### config.mk
export PLATFORM = sky130hd
export DESIGN_NAME = rtc_bus_ctrl
export DESIGN_NICKNAME = d
export VERILOG_FILES = /design/src/rtl/rtc_bus_ctrl.sv
export SDC_FILE = /design/constraint.sdc
export NUM_CORES = 1
export LEC_CHECK = 0
export CAP_MARGIN = 20
export CELL_PAD_IN_SITES_DETAIL_PLACEMENT = 0
export CELL_PAD_IN_SITES_GLOBAL_PLACEMENT = 1
export CORE_ASPECT_RATIO = 1.75
export CORE_MARGIN = 2
export CORE_UTILIZATION = 36
export DETAILED_ROUTE_END_ITERATION = 16
export PLACE_DENSITY_LB_ADDON = 0.1
export SYNTH_ARGS = -nofsm -noshare
export SYNTH_HDL_FRONTEND = slang
export SYNTH_SLANG_ARGS = --single-unit
### constraint.sdc
create_clock -name clk -period 2.81 [get_ports clk]
set_clock_uncertainty 0.15 [all_clocks]
set_input_delay 0.7025 -clock clk [delete_from_list [all_inputs] [get_ports clk]]
set_output_delay 0.7025 -clock clk [all_outputs]
set_load 0.02 [all_outputs]
### src/rtl/rtc_bus_ctrl.sv
// Transaction sequencer for the RTC multiplexed address/data bus.
// Drives mux selects, strobes and pad enable; captures read data.
module rtc_bus_ctrl #(
  parameter int unsigned T_ADDR = 4,
  parameter int unsigned T_GAP  = 2,
  parameter int unsigned T_DATA = 4
) (
  input  logic       clk,
  input  logic       reset,
  input  logic       start,
  input  logic       rw,
  input  logic [7:0] addr,
  input  logic [7:0] wdata,
  input  logic [7:0] bus_in,
  output logic [7:0] ch0_data,
  output logic [7:0] ch1_data,
  output logic       ch0_mux2,
  output logic       ch1_mux2,
  output logic       out_en,
  output logic       cs_n,
  output logic       ad_n,
  output logic       wr_n,
  output logic       rd_n,
  output logic [7:0] rdata,
  output logic       busy,
  output logic       done
);

  typedef enum logic [2:0] {
    S_IDLE, S_ADDR, S_AGAP, S_DATA, S_DGAP, S_DONE
  } state_e;

  localparam logic [7:0] CNT_A = 8'(T_ADDR - 1);
  localparam logic [7:0] CNT_G = 8'(T_GAP - 1);
  localparam logic [7:0] CNT_D = 8'(T_DATA - 1);

  state_e     state_q, state_d;
  logic [7:0] cnt_q, cnt_d;
  logic       rw_q, rw_d;
  logic [7:0] ch0_q, ch0_d;
  logic [7:0] ch1_q, ch1_d;
  logic [7:0] rdata_q, rdata_d;
  logic       cs_n_q, cs_n_d;
  logic       ad_n_q, ad_n_d;
  logic       wr_n_q, wr_n_d;
  logic       rd_n_q, rd_n_d;
  logic       oe_q, oe_d;
  logic       m0_q, m0_d;
  logic       m1_q, m1_d;
  logic       busy_q, busy_d;
  logic       done_q, done_d;

  logic       cnt_end;
  assign cnt_end = (cnt_q == 8'd0);

  always_comb begin
    state_d = state_q;
    cnt_d   = cnt_q;
    rw_d    = rw_q;
    ch0_d   = ch0_q;
    ch1_d   = ch1_q;
    rdata_d = rdata_q;
    unique case (state_q)
      S_IDLE: begin
        if (start) begin
          state_d = S_ADDR;
          cnt_d   = CNT_A;
          rw_d    = rw;
          ch0_d   = addr;
          ch1_d   = wdata;
        end
      end
      S_ADDR: begin
        if (cnt_end) begin
          state_d = S_AGAP;
          cnt_d   = CNT_G;
        end else begin
          cnt_d = cnt_q - 8'd1;
        end
      end
      S_AGAP: begin
        if (cnt_end) begin
          state_d = S_DATA;
          cnt_d   = CNT_D;
        end else begin
          cnt_d = cnt_q - 8'd1;
        end
      end
      S_DATA: begin
        if (cnt_end) begin
          state_d = S_DGAP;
          cnt_d   = CNT_G;
          // sample on the edge closing the last read-strobe cycle
          if (!rw_q) rdata_d = bus_in;
        end else begin
          cnt_d = cnt_q - 8'd1;
        end
      end
      S_DGAP: begin
        if (cnt_end) begin
          state_d = S_DONE;
          cnt_d   = 8'd0;
        end else begin
          cnt_d = cnt_q - 8'd1;
        end
      end
      S_DONE: state_d = S_IDLE;
      default: state_d = S_IDLE;
    endcase
  end

  // outputs are decoded from the next state so they register with it
  always_comb begin
    cs_n_d = 1'b1;
    ad_n_d = 1'b1;
    wr_n_d = 1'b1;
    rd_n_d = 1'b1;
    oe_d   = 1'b0;
    m0_d   = 1'b0;
    m1_d   = 1'b0;
    done_d = 1'b0;
    busy_d = (state_d != S_IDLE);
    unique case (state_d)
      S_ADDR: begin
        cs_n_d = 1'b0;
        ad_n_d = 1'b0;
        oe_d   = 1'b1;
        m0_d   = 1'b1;
      end
      S_DATA: begin
        cs_n_d = 1'b0;
        if (rw_d) begin
          wr_n_d = 1'b0;
          oe_d   = 1'b1;
          m0_d   = 1'b1;
          m1_d   = 1'b1;
        end else begin
          rd_n_d = 1'b0;
        end
      end
      S_DONE: done_d = 1'b1;
      default: ;
    endcase
  end

  always_ff @(posedge clk or negedge reset) begin
    if (!reset) begin
      state_q <= S_IDLE;
      cnt_q   <= 8'd0;
      rw_q    <= 1'b0;
      ch0_q   <= 8'h00;
      ch1_q   <= 8'h00;
      rdata_q <= 8'h00;
      cs_n_q  <= 1'b1;
      ad_n_q  <= 1'b1;
      wr_n_q  <= 1'b1;
      rd_n_q  <= 1'b1;
      oe_q    <= 1'b0;
      m0_q    <= 1'b0;
      m1_q    <= 1'b0;
      busy_q  <= 1'b0;
      done_q  <= 1'b0;
    end else begin
      state_q <= state_d;
      cnt_q   <= cnt_d;
      rw_q    <= rw_d;
      ch0_q   <= ch0_d;
      ch1_q   <= ch1_d;
      rdata_q <= rdata_d;
      cs_n_q  <= cs_n_d;
      ad_n_q  <= ad_n_d;
      wr_n_q  <= wr_n_d;
      rd_n_q  <= rd_n_d;
      oe_q    <= oe_d;
      m0_q    <= m0_d;
      m1_q    <= m1_d;
      busy_q  <= busy_d;
      done_q  <= done_d;
    end
  end

  assign ch0_data = ch0_q;
  assign ch1_data = ch1_q;
  assign ch0_mux2 = m0_q;
  assign ch1_mux2 = m1_q;
  assign out_en   = oe_q;
  assign cs_n     = cs_n_q;
  assign ad_n     = ad_n_q;
  assign wr_n     = wr_n_q;
  assign rd_n     = rd_n_q;
  assign rdata    = rdata_q;
  assign busy     = busy_q;
  assign done     = done_q;

endmodule
After elaboration in Yosys (flattened, before gate mapping)
Index checks and enable logic that the tools add are counted.
Storage, ports and cells
  register bits after elaboration: 44
  input port bits: 28
  output and inout port bits: 33
Operators by class
  $add $sub $neg: 1
  equal/unequal tests: 8
  muxes and demuxes: 22
  bitwise operators: 1
  reductions and logical operators: 9
Operator list (number)
  $mux 8: 4
  $pmux 8 s4: 1
  $mux 3: 5
  $pmux 3 s5: 1
  $mux 1: 10
  $eq 3x2->1 const B: 3
  $logic_not 8->1: 1
  $sub 8x1->8 const B: 1
  $eq 3x1->1 const B: 2
  $eq 3x3->1 const B: 2
  $reduce_and 2->1: 2
  $reduce_bool 4->1: 1
  $reduce_or 2->1: 2
  $logic_not 3->1: 1
  $reduce_and 3->1: 1
  $reduce_bool 3->1: 1
  $ne 2x2->1 const B: 1
  $pmux 1 s2: 1
  $not 1->1: 1

Logic depth before layout (Yosys ltp)
Gate-level depths: netlist (run 1).
  word-level depth: 6
  gate-level depth with buffers: 7
  gate-level depth less buffers: 6

Worst setup path after synthesis (run 1)
Ideal clock, no wire load.
  kind: input port to flip-flop
  start point: input start
  end point: register ch0_q[0], in the netlist ch0_data[0]
  library setup time: 0.125 ns
  arrival: 1.744 ns
  required time: 2.535 ns
  setup slack: 0.791 ns
  stages: 3
  cells stage by stage: nor4b_4 -> buf_2 -> mux2_2
Between the ends
  word-level cells in the longest chain between the ends: 1
RTL lines
  start, declared: RTL line 10  | input logic start,
  $reduce_and 2->1 (no source line)
  end signal, assigned: RTL line 167  | ch0_q <= ch0_d;
  end, declared: RTL line 40  | logic [7:0] ch0_q, ch0_d;
Every way passes these cells.
A chain may end at the register's enable or synchronous reset.

Worst setup path in the final report (run 1)
  start point: input start
  end point: register cnt_q[6]
Between the ends
  word-level cells in the longest chain between the ends: 2
RTL lines
  $ne 2x2->1 (no source line)
  $reduce_and 2->1 (no source line)
  end signal, assigned: RTL line 165  | cnt_q <= cnt_d;
  end, declared: RTL line 38  | logic [7:0] cnt_q, cnt_d;
Every way passes these cells.

==> results.md, run 1 <==
Timing:
- Static timing analysis puts the maximum clock frequency at about 0.43 GHz.
- In the final timing run, aggregate negative setup slack is 0 ns.
- Measured against its own limit, the worst slew margin works out to a little under 60%.
- Of the available clock period, the critical path in the final layout requires 83.3%.
- Setup repair after global routing left no endpoint under its margin.
- The number of max-slew violations in the final report is 0.
- For the pin with the worst max-slew slack, the measured transition is 0.627 ns.
- The final period demand of the worst path is approximately 2.3 ns.
- The number of hold violations in the final report came to 0.
- The worst hold slack across all endpoints is between 0.15 and 0.2 ns.
- Setup violations remaining at the end of the flow were counted as 0.

Yosys:
- Yosys attributes the largest share of cell area to sky130_fd_sc_hd__dfrtp_1 (51%), sky130_fd_sc_hd__mux2_2 (9.1%), sky130_fd_sc_hd__mux2_4 (6.1%), sky130_fd_sc_hd__dfstp_2 (5.3%), sky130_fd_sc_hd__nand3_1 (1.8%).
- The cell area that synthesis handed to floorplanning was 1980 um^2.
- In this run the mean area of a mapped cell was ~13 um^2.
- In the synthesized netlist the dominant register cell turns out to be sky130_fd_sc_hd__dfrtp_1.
- Synthesis produced a netlist whose cell count is 154.
- The total nets after synthesis is 183.
- The count of unique library cells instantiated by Yosys is 46.
- The area share of the leading cell type in the synthesized netlist is 50.6%.
- Of all flip-flops after synthesis, the portion carrying an async set or reset was 100%.
- Sequential elements use 55.9% of the synthesized area.
- Counting flops with a built-in enable in the synthesized netlist gives 0.
- The library cell with the largest summed area after synthesis is sky130_fd_sc_hd__dfrtp_1.
- The synthesis warning total is 0.
- The number of register bits inferred by synthesis is 44.

Pwr:
- The total power consumption of the routed design is 1.21 mW.
- The maximum resistive drop on vdd is 0.330 mV.
- For this design the static power due to leakage is between 1 and 1.5 nW.
- The total power density per cell area is 438 nW/um^2.

Global routing:
- The via count of the first global-routing pass is 1524.
- The number of antenna violations at the first check in global routing was 0.
- For this run the aggregate overflow at the end of global routing stands at 0.
- Entering global routing, the biggest net connects 27 pins.
- Across every metal layer, demand over resource in global routing totals 16.1%.
- The first global-routing pass estimated 7.44 mm of wire.

Placement:
- After legalization and detailed placement, the total HPWL measured 3.45 mm.
- The cell count after placement is 286.
- The final weighted congestion in routability-driven placement is roughly 0.83.
- In this run the tool buffered the top-level ports with 60 buffer cells.

CTS:
- The largest buffer count on any clock path is 2.
- Clock tree synthesis selected as its root buffer the cell sky130_fd_sc_hd__clkbuf_8.
- The number of post-CTS setup repair buffers is 0.
- Clock-pin slew was measured on the worst setup and hold paths at 0.08 ns.
- Counting every sink on the clock net gives 44.
- Post-CTS repair changed the size of 0 cells.
- The depth of the CTS H-tree is 2.
- The later-pin clock latency in the skew report is 0.29 ns.
- In this run, CTS created clock tree buffers numbering 5.
- Buffers inserted to repair hold after CTS numbered 0.
- The CTS tree is done.

Die:
- The placement row count is 35.
- Once the floorplan was initialized, standard cells occupied a little under two fifths of the core.
- The area inside the core boundary is 5300 um^2.
- In this run the vertical extent of the chip is 102 um.
- The count of pins on the block boundary is 61.
- The die is 60.1 um wide.
- The floorplan step defined a die boundary enclosing 6130 um^2.

Finish:
- The finished layout holds roughly 300 standard cells, fillers aside.
- The number of inserted filler cells in the final layout is approximately 470.
- In the final layout, the share of cells above drive strength 1 is a little over a fifth.
- From synthesis to final layout, the design area changed by 39.2%.
- The number of antenna cells inserted is 0.
- The count of nets after finishing is 248.

Critical path:
- For the worst setup path, the data required time is roughly 2.8 ns.
- The critical path class is input port to register.
- The maximum fanout along the worst path is 7.
- The worst setup path is captured at a register.
- The number of cell instances on the worst register-to-register path is 5.
- The worst endpoint data arrival time is 2.37 ns.
- The worst setup path is launched from an input port.

Run:
- Max-cap violations in this run came to 0.

Hold path:
- The path class of the tightest hold or removal check is input port to asynchronous set/reset pin.

Detailed routing:
- The routed layout has about 1500 vias.
- The total wirelength of the detailed-routed design is 4.56 mm.
- For this block, the initial DRC count from the detailed router was 53.
- The detail route stage leaves a number of antenna-violating nets equal to 0.
- The routed wire length per instance is around 16 um.
- After detailed routing, the number of vias per cell comes to roughly 5.0.
- In the routed design, unresolved DRC markers number 0.
- The number of iterations in the first detailed-routing pass is 4.

Outcome:
- The flow ran to the end, and the final reports show no timing, DRC or antenna violations.
==> worst max-delay path, stage by stage <==
cell and delay (ns):
sky130_fd_sc_hd__clkdlybuf4s50_1 0.56, sky130_fd_sc_hd__nor4_1 0.07, sky130_fd_sc_hd__buf_4 0.17, sky130_fd_sc_hd__nor2_1 0.38, sky130_fd_sc_hd__o21ai_0 0.23, sky130_fd_sc_hd__a32o_1 0.26
==> cell usage in the layout (no fill, tap or decap), types with 3 or more instances in the layout <==
cell type	synthesis	final
sky130_fd_sc_hd__a21oi_1	3	3
sky130_fd_sc_hd__inv_1	5	5
sky130_fd_sc_hd__dfstp_2	4	4
sky130_fd_sc_hd__o21ai_0	6	6
sky130_fd_sc_hd__dfrtp_1	40	40
sky130_fd_sc_hd__nor2_1	9	9
sky130_fd_sc_hd__nand2_1	6	6
sky130_fd_sc_hd__nand3_1	7	7
sky130_fd_sc_hd__a31oi_1	3	3
sky130_fd_sc_hd__nor3_1	5	5
sky130_fd_sc_hd__mux2_4	8	8
sky130_fd_sc_hd__mux2_2	16	16
sky130_fd_sc_hd__buf_4	2	5
sky130_fd_sc_hd__clkdlybuf4s50_1	0	59
sky130_fd_sc_hd__clkbuf_8	0	6
==> registers in the layout, indices dropped and copies added (netlist names) <==
register / flops
ch0_data: 8
ch1_data: 8
cnt_q: 8
rdata: 8
state_q: 3
ad_n: 1
busy: 1
ch0_mux2: 1
ch1_mux2: 1
cs_n: 1
done: 1
rd_n: 1
rw_q: 1
wr_n: 1
==> logic make-up after synthesis <==
logic type | share of synthesized area, %
XOR/XNOR | 0.885
buffers and inverters | 3.16
AND/OR/NAND/NOR | 13.8
multiplexers | 15.7
AO/OA/AOI/OAI | 9.99
adder cells (fa/ha/maj) | 0.632
flip-flops | 55.9
==> per-layer routing <==
layer | wire [um] | vias up | global-route usage [%]
met5 | 0 | - | 0
met4 | 107 | 0 | 6.84
met3 | 171 | 7 | 3.67
met1 | 1700 | 733 | 18.7
met2 | 2580 | 48 | 27.6
li1 | - | 687 | -
==> final cells by class <==
class	instances	area, um^2	area share, %
Sequential cell	44	1110	40.1
Multi-Input combinational cell	98	811	29.4
Timing Repair Buffer	65	633	23.0
Tap cell	74	92.6	3.36
Clock buffer	7	86.3	3.13
Inverter	5	18.8	0.681
Clock inverter	1	7.51	0.272
==> power by group <==
group | total, mW | switching [mW] | internal [mW]
logic | 0.134 | 0.0539 | 0.0799
clock network | 0.411 | 0.211 | 0.200
registers | 0.661 | 0.0102 | 0.651
==> synthesized netlist by cell type (2+ instances only) <==
| library cell | instances |
|---|---|
| sky130_fd_sc_hd__nand3_1 | 7 |
| sky130_fd_sc_hd__o31ai_1 | 2 |
| sky130_fd_sc_hd__nor2_1 | 9 |
| sky130_fd_sc_hd__a31oi_1 | 3 |
| sky130_fd_sc_hd__buf_2 | 2 |
| sky130_fd_sc_hd__clkbuf_1 | 2 |
| sky130_fd_sc_hd__mux2_2 | 16 |
| sky130_fd_sc_hd__nor2b_1 | 2 |
| sky130_fd_sc_hd__nand2_1 | 6 |
| sky130_fd_sc_hd__mux2_4 | 8 |
| sky130_fd_sc_hd__dfrtp_1 | 40 |
| sky130_fd_sc_hd__o21ai_0 | 6 |
| sky130_fd_sc_hd__nor4_1 | 2 |
| sky130_fd_sc_hd__buf_4 | 2 |
| sky130_fd_sc_hd__o311ai_0 | 2 |
| sky130_fd_sc_hd__inv_1 | 5 |
| sky130_fd_sc_hd__dfstp_2 | 4 |
| sky130_fd_sc_hd__a21boi_0 | 2 |
| sky130_fd_sc_hd__a21oi_1 | 3 |
| sky130_fd_sc_hd__nor3_1 | 5 |
==> final timing paths <==
| kind | startpoint | endpoint | slack (ns) |
|---|---|---|---|
| max reg2reg | state_q[0] | cnt_q[6] | 0.65 |
| max | start | cnt_q[6] | 0.47 |
| min in group clk | ch1_data[4] | ch1_data[4] | 0.36 |
| min reg2reg | ch1_data[4] | ch1_data[4] | 0.36 |
| max in group asynchronous | reset | rd_n | 1.59 |
| min | reset | state_q[0] | 0.18 |
==> through the flow <==
stage                     instance area (um^2)  utilization (%)  setup WS, ns
after floorplan                           1980                -         0.791
after global placement                    2660             50.2         0.319
after detailed placement                  2660             50.2         0.221
after CTS                                 2760             52.0         0.503
after global routing                      2760             52.0         0.422
final                                     2760             52.0         0.469
No activity file was read; power rests on OpenSTA's default activity.
==> run 2: changes to the inputs <==
- CORE_UTILIZATION: 36 -> 33
- clock period: 2.81 -> 2.01 ns (I/O delays scaled with it)
==> run 2 against run 1 <==
  * The flow now finishes with violations (negative hold slack)
  * Sequential share of layout area shrank 1.1 points
  * Die area rose by 8.6%
  * Clock power increased by 30%
  * Hold slack worse by 0.18 ns
  * Cell count is 4.1% higher
==> results.md, run 2 (synthesis gave the netlist of run 1 again) <==
Global routing:
- The number of antenna violations at the first check in global routing came to 0 (unchanged).
- The leftover overflow at the end of global routing is 0 (unchanged).
- The via count of the first global-routing pass is 1666 (+9.3%).
- The maximum number of pins on one net before global-route repair is 28 (+3.7%).
- The global-route wire length before repair was 8.10 mm (+8.9%).
- The total global routing track utilization is 15.4% (-0.70 points).

CTS:
- The number of clock sinks came to 44 (unchanged).
- The depth of the CTS H-tree is 2 (unchanged).
- The clock input transition at the sequential cells of the worst setup and hold paths was 0.08 ns (about the same).
- The clock buffer count from CTS is 5 (unchanged).
- The number of post-CTS setup repair buffers is 0 (unchanged).
- In this run the clock root is driven by a sky130_fd_sc_hd__clkbuf_8.
- The largest buffer count on any clock path is 2 (unchanged).
- The CTS tree is done.
- The later-pin clock latency in the skew report is 0.29 ns (about the same).

Die:
- The starting density of the core is 33.9% (-3.4 points).
- The floorplan die area is 6660 um^2 (+8.6%).
- The area inside the core boundary is 5830 um^2 (+10%).
- The placement row count is 37 (+5.7%).
- The die outline width came to 62.5 um (+4.2%).
- The height of the chip came to 106 um (+4.3%).
- The count of pins on the block boundary is 61 (unchanged).

Finish:
- From synthesis to final layout, the design area changed by 43.1%.
- The number of antenna cells inserted is 0 (unchanged).
- The commonest non-fill, non-tap cell in the layout is sky130_fd_sc_hd__clkdlybuf4s50_1.
- The top cell types in the final layout, fill and taps aside, are sky130_fd_sc_hd__clkdlybuf4s50_1 (55), sky130_fd_sc_hd__dfrtp_1 (40), sky130_fd_sc_hd__mux2_2 (16), sky130_fd_sc_hd__buf_4 (11).
- The number of inserted filler cells in the final layout is 593 (+26%).
- The final core area utilization is 48.6% (-3.4 points).
- The fraction of final layout cells with drive strength greater than 1 came to 25.0% (+3.2 points).
- The count of nets after finishing came to 256 (+3.2%).

Pwr:
- The total power density per cell area was 583 nW/um^2 (+33%).
- The leakage power figure is 1.25 nW (+4.2%).
- The maximum resistive drop on vdd is 0.390 mV (+18%).

Critical path:
- The largest stage delay on the critical path is 0.62 ns (+0.06 ns).
- The required time at the worst-slack endpoint came to 1.36 ns (-1.48 ns).
- Traced cell by cell, the critical path runs through clkdlybuf4s50_1.
- The maximum fanout along the worst path was 2 (-5).
- The worst endpoint data arrival time was 1.28 ns (-1.09 ns).
- The critical path buffer and inverter count was 1 (-1).
- STA classifies the critical path startpoint as a register.
- Among cell families on the critical path, the largest total delay comes from buffers and inverters.
- The slowest stage of the critical path is the sky130_fd_sc_hd__clkdlybuf4s50_1 cell.
- The critical path class is register to output pin.
- STA classifies the critical path endpoint as an output pin.

Run:
- The number of max-cap violations is 0 (unchanged).

Detailed routing:
- The post-route antenna net violation count is 0 (unchanged).
- The detailed-route vias per instance was 4.92 (-1.9%).
- The initial detailed-routing violation count is 46 (-13%).
- The routed wire length per instance came to 15.4 um (-0.61%).
- The number of vias after detailed routing is 1506 (+2.1%).
- The DRC violation count after routing came to 0 (unchanged).
- The total wirelength of the detailed-routed design was 4.72 mm (+3.4%).
- The number of iterations in the first detailed-routing pass is 4 (unchanged).

Timing:
- After layout, the minimum clock period comes to 1.93 ns.
- The fmax is between 0.5 and 0.6 GHz.
- The number of hold violations in the final report is 13 (+13).
- The number of max-slew violations in the final report came to 0 (unchanged).
- The ratio of final minimum period to clock period is 96.1%.
- The worst hold slack across all endpoints was -0.00813 ns (-0.184 ns).
- The actual slew at the worst max-slew pin is 0.559 ns (-0.0680 ns).
- The headroom to the max-slew limit is 62.4% (+4.4 points).
- Setup repair after global routing left no endpoint under its margin.
- The number of failing setup endpoints in the final timing report is 0 (unchanged).

Outcome:
- The flow ran to the end, but the final reports show violations.
- The final reports fail on negative hold slack.

Placement:
- The half-perimeter wire length after placement is 3.61 mm (+4.6%).
- The final weighted congestion in routability-driven placement is 0.712 (-14%).
- The total of buffers placed on input and output ports was 60 (unchanged).

Hold path:
- The worst hold-check path type is input port to asynchronous set/reset pin.
## run 2: changes by cell type in the layout (fill, tap and decap cells not counted), sizes merged
cell / change
buf: +8
dlygate4sd2: +4
clkinv: +1
clkdlybuf4s50: -4
clkinvlp: -1
## run 2: worst register-to-register path, delay by kind of cell, from the launching register on
family,cells,cell delay (ns)
buffers and inverters,1,0.06
adder cells (fa/ha/maj),1,0.18
multiplexers,1,0.36
flip-flops,1,0.38
AND/OR/NAND/NOR,3,0.65
## run 2: power by group
group | leakage [nW] | internal (mW) | switching [mW]
clock network | 0.0422 | 0.244 | 0.290
registers | 0.548 | 0.910 | 0.0142
logic | 0.659 | 0.116 | 0.0773
total | 1.25 | 1.27 | 0.382
## run 2: layout make-up
class | instances | area (um^2) | share of cell area, %
well taps | 78 | 97.6 | 3.45
multi-input cells | 98 | 816 | 28.8
repair buffers | 73 | 713 | 25.2
clock inverters | 1 | 5.00 | 0.177
inverters | 5 | 18.8 | 0.663
clock buffers | 7 | 76.3 | 2.69
flip-flops and latches | 44 | 1110 | 39.0
## run 2: stage by stage
stage	std cells	setup TNS (ns)	power (mW)	worst slack [ns]	cell area, um^2
final	306	0	1.65	0.0789	2830
after global routing	306	0	1.73	0.0138	2830
after CTS	306	0	1.68	0.0340	2830
after detailed placement	298	-4.28	1.14	-0.203	2750
after global placement	298	-3.27	1.13	-0.167	2750
after floorplan	154	0	1.00	0.0301	1980
## run 2: repair_timing
item | in CTS | in global routing
hold endpoints to repair | 0 | 0
endpoints found under the setup margin | 4 | 11
resized for setup | 4 | 3
pin swaps | 0 | 1
hold buffers | 0 | 0
## run 2: routing by layer
metal	vias up	wire, um	GRT usage, %
li1	704	-	-
met1	753	1720	15.9
met2	43	2710	29.3
met3	6	215	3.92
met4	0	71	5.56
met5	-	0	0
## run 2: path summary, 6_finish.rpt
path                       slack, ns        to  startpoint  depth (start not counted)
max reg2reg                     0.13  rdata[3]    cnt_q[0]                          6
min                           -0.008      done       reset                          1
min in group clk                0.36  rdata[0]    rdata[0]                          1
min reg2reg                     0.36  rdata[0]    rdata[0]                          1
max in group asynchronous       1.22  rdata[0]       reset                          2
max                             0.08  rdata[1]    rdata[1]                          1
==> run 3: changes to the inputs <==
- ABC_AREA: default -> 1
- CORE_ASPECT_RATIO: 1.75 -> default
- CORE_UTILIZATION: 33 -> 31
==> run 3 against run 2 <==
  * The run now ends clean
  * Register-to-register slack better by 0.10 ns
  * Hold slack better by 0.034 ns
  * Setup slack better by 0.025 ns
  * Combinational power down 60%
  * Wire length down 14%
  * Sequential share of layout area up 0.52 points
  * Total power down 3.1%
  * Via count up 4.4%
  * Critical path depth unchanged
  * Critical path type unchanged
==> results.md, run 3 <==
Outcome:
- The flow ran to the end, and the final reports show no timing, DRC or antenna violations.

Detailed routing:
- Signal routing reaches up to met4.
- The total wirelength of the detailed-routed design is 4.03 mm (-14%).
- The detailed-route vias per instance is 4.26 (-13%).
- The routed wire length per instance is 10.9 um (-29%).
- The number of vias after detailed routing is 1572 (+4.4%).
- The initial detailed-routing violation count is 39 (-15%).
- The sum of met3 wire segment lengths after detailed routing came to 267 um (+24%).
- The wire length the detailed router placed on met1 is 1.96 mm (+14%).
- The post-route antenna net violation count is 0 (unchanged).
- The number of iterations in the first detailed-routing pass was 4 (unchanged).
- The sum of met2 wire segment lengths after detailed routing was 1.79 mm (-34%).
- The DRC violation count after routing is 0 (unchanged).

CTS:
- The number of clock sinks is 44 (unchanged).
- The count of hold buffers inserted by post-cts repair is 0 (unchanged).
- The clock tree root buffer cell is sky130_fd_sc_hd__clkbuf_8.
- The largest buffer count on any clock path is 2 (unchanged).
- The clock input transition at the sequential cells of the worst setup and hold paths is 0.08 ns (about the same).
- The clock buffer count from CTS is 5 (unchanged).
- The later-pin clock latency in the skew report is 0.29 ns (about the same).
- The depth of the CTS H-tree is 2 (unchanged).
- The CTS tree is done.

Yosys:
- The flip-flop cell with the highest count after synthesis is sky130_fd_sc_hd__dfrtp_1.
- The async set-or-reset flop fraction in the synthesized netlist is 100% (unchanged).
- The gate count of the mapped netlist is 224 (+45%).
- The area share of the leading cell type in the synthesized netlist is 50.3% (-0.22 points).
- The average size of a mapped cell is 8.88 um^2 (-31%).
- The synthesized-area fraction occupied by and/or/nand/nor cells is 27.7% (+14 points).
- The dominant cell by count in the synthesized netlist is sky130_fd_sc_hd__nand2_1.
- By count the netlist is led by sky130_fd_sc_hd__nand2_1 (79), sky130_fd_sc_hd__dfrtp_1 (40), sky130_fd_sc_hd__inv_1 (23).
- In the post-synthesis netlist, the biggest area contributors are sky130_fd_sc_hd__dfrtp_1 (50%), sky130_fd_sc_hd__nand2_1 (15%), sky130_fd_sc_hd__dfstp_2 (5.3%), sky130_fd_sc_hd__inv_1 (4.3%), sky130_fd_sc_hd__o21ai_2 (3.5%).
- The library cell with the largest summed area after synthesis is sky130_fd_sc_hd__dfrtp_1.
- The count of unique library cells instantiated by Yosys is 28 (-39%).
- The netlist area before placement is 1990 um^2 (+0.44%).
- The synthesized-area fraction occupied by ao, oa, aoi and oai cells was 7.93% (-2.1 points).
- The share of synthesized cell area in full adder, half adder and majority cells is 0.629% (-0.0028 points).
- The total nets after synthesis is 253 (+38%).
- The share of synthesized area spent on multiplexers came to 0% (-16 points).
- The share of the synthesized netlist area taken by xor and xnor gates is 0.441% (-0.44 points).
- The share of synthesized area occupied by flip-flops and latches came to 55.6% (-0.25 points).
- The number of enable flip-flop cells after synthesis came to 0 (unchanged).
- The synthesis warning total is 0 (unchanged).
- The number of register bits inferred by synthesis is 44 (unchanged).
- The combinational family with the most area after synthesis is simple AND/OR/NAND/NOR gates.

Global routing:
- The via count of the first global-routing pass is 1584 (-4.9%).
- The leftover overflow at the end of global routing is 0 (unchanged).
- The maximum number of pins on one net before global-route repair is 45 (+61%).
- The number of antenna violations at the first check in global routing was 0 (unchanged).
- The total global routing track utilization came to 12.8% (-2.6 points).
- The global-route wire length before repair is 7.42 mm (-8.3%).

Finish:
- The total non-filler cell area in the finished layout came to 2800 um^2 (-1.3%).
- The final core area utilization is 44.5% (-4.0 points).
- The count of nets after finishing is 321 (+25%).
- Leaving out fill and tap cells, the most frequent cell in the layout is sky130_fd_sc_hd__nand2_1.
- The final cell count without fillers is 369 (+21%).
- In the layout the commonest cells are sky130_fd_sc_hd__nand2_1 (79), sky130_fd_sc_hd__clkdlybuf4s50_1 (55), sky130_fd_sc_hd__dfrtp_1 (40), sky130_fd_sc_hd__inv_1 (23), sky130_fd_sc_hd__nor2_1 (16).
- The fraction of final layout cells with drive strength greater than 1 is 16.8% (-8.2 points).
- Compared with the post-synthesis result, the final layout area differs by 40.6%.
- The number of antenna cells inserted is 0 (unchanged).

Critical path:
- Traced cell by cell, the critical path runs through clkdlybuf4s50_1.
- The worst setup path is of the register to output pin kind.
- The category of cells accounting for the largest share of critical-path delay is buffers and inverters.
- The kind of end point of the critical path is an output pin.
- The worst endpoint data arrival time was 1.25 ns (-0.03 ns).
- The largest stage delay on the critical path was 0.61 ns (about the same).
- The critical path launch point type is a register.
- The depth of the critical timing path with buffers and inverters included is 1 (unchanged).
- The maximum fanout along the worst path is 2 (unchanged).
- The largest individual stage delay along the critical path comes from the cell sky130_fd_sc_hd__clkdlybuf4s50_1.
- The critical path buffer and inverter count is 1 (unchanged).
- The required time at the worst-slack endpoint was 1.36 ns (about the same).
- The number of cell instances on the worst register-to-register path was 8 (+2).

Timing:
- The minimum setup slack in the final design came to 0.104 ns (+0.0254 ns).
- The number of hold violations in the final report is 0 (-13).
- The number of max-slew violations in the final report was 0 (unchanged).
- The headroom to the max-slew limit is 83.0% (+21 points).
- The worst hold slack across all endpoints is 0.0257 ns (+0.0339 ns).
- The ratio of final minimum period to clock period is 94.8% (-1.3 points).
- The number of failing setup endpoints in the final timing report is 0 (unchanged).
- The fmax is 0.525 GHz (+1.3%).
- Setup repair after global routing left no endpoint under its margin.
- The actual slew at the worst max-slew pin came to 0.255 ns (-0.304 ns).
- The final total negative setup slack is 0 ns (unchanged).
- The final period demand of the worst path was 1.91 ns (-0.0254 ns).

Placement:
- The instance area after placement is 2700 um^2 (-2.0%).
- The cell count after placement is 362 (+21%).
- The final weighted congestion in routability-driven placement is 0.750 (+5.2%).
- The setup slack after placement is 0.0949 ns (+0.298 ns).
- The total of buffers placed on input and output ports is 60 (unchanged).
- The half-perimeter wire length after placement is 2.90 mm (-20%).

Die:
- The floorplan die area is 7070 um^2 (+6.2%).
- The starting density of the core was 31.7% (-2.3 points).
- The placement row count is 29 (-22%).
- The count of pins on the block boundary is 61 (unchanged).
- The area inside the core boundary is 6280 um^2 (+7.6%).
- The height of the chip is 84.1 um (-21%).
- The die outline width came to 84.1 um (+34%).

Pwr:
- The total power density per cell area came to 573 nW/um^2 (-1.8%).
- The combinational share of power was 4.8% (-6.9 points).
- The total power consumption of the routed design was 1.60 mW (-3.1%).
- The total internal power is 1.30 mW (+2.3%).
- The relative contribution of sequential cells to total power is 55.3% (-0.7 points).
- The maximum resistive drop on vdd is 0.327 mV (-16%).
- The switching share of power is 18.9% (-4.2 points).
- The leakage power figure is 1.39 nW (+11%).
- The clock share of power came to 39.9% (+7.6 points).
- The power dissipated by switching net loads is 0.302 mW (-21%).

Run:
- The number of max-cap violations is 0 (unchanged).

Hold path:
- The worst hold-check path type is input port to asynchronous set/reset pin.
run 3: cell types whose count changed after synthesis, moves of 5 or more:
cell / delta
sky130_fd_sc_hd__nand2_1: +73
sky130_fd_sc_hd__inv_1: +18
sky130_fd_sc_hd__mux2_2: -16
sky130_fd_sc_hd__mux2_4: -8
sky130_fd_sc_hd__o21ai_2: +8
sky130_fd_sc_hd__nor2_1: +7
sky130_fd_sc_hd__inv_2: +5
sky130_fd_sc_hd__nor3_1: -5
run 3: path summary, 6_finish.rpt:
| check | from | to | slack [ns] |
|---|---|---|---|
| min in group clk | ch1_data[6] | ch1_data[6] | 0.33 |
| hold reg to reg | ch1_data[6] | ch1_data[6] | 0.33 |
| setup / recovery | ch0_data[2] | ch0_data[2] | 0.10 |
| setup reg to reg | cnt_q[0] | rdata[5] | 0.23 |
| hold / removal | reset | ch0_data[5] | 0.03 |
| max in group asynchronous | reset | wr_n | 1.41 |
run 3: logic make-up after synthesis:
kind of cell | Yosys count
xor gates and xnor gates | 1
adders and majority gates | 1
and+or+nand+nor | 120
buffers and inverters | 34
AOI/OAI and AO/OA | 24
DFF | 44
run 3: power by group through the flow:
stage	Clock, mW	Combinational [mW]	Sequential [mW]
after floorplan	0	0.00556	0.902
after global placement	0	0.0814	0.902
after detailed placement	0	0.0797	0.902
after CTS	0.684	0.0804	0.885
after global routing	0.713	0.0878	0.885
final	0.639	0.0776	0.885
run 3: metal layers:
metal / track usage (%) / vias to the layer above
li1: - / 823
met1: 17.8 / 703
met2: 19.8 / 44
met3: 3.07 / 2
met4: 3.96 / 0
met5: 0 / -
run 3: final cells by class:
class	count	area, um^2
well taps	77	96.3
repair buffers	67	656
multi-input cells	146	729
inverters	28	105
fillers	629	3480
clock buffers	6	72.6
flip-flops and latches	44	1110
clock inverters	1	30.0
run 3: what timing repair did:
action | CTS | global route
gates resized for setup | 4 | 0
endpoints found under the setup margin | 4 | 0
buffers inserted | 0 | 0
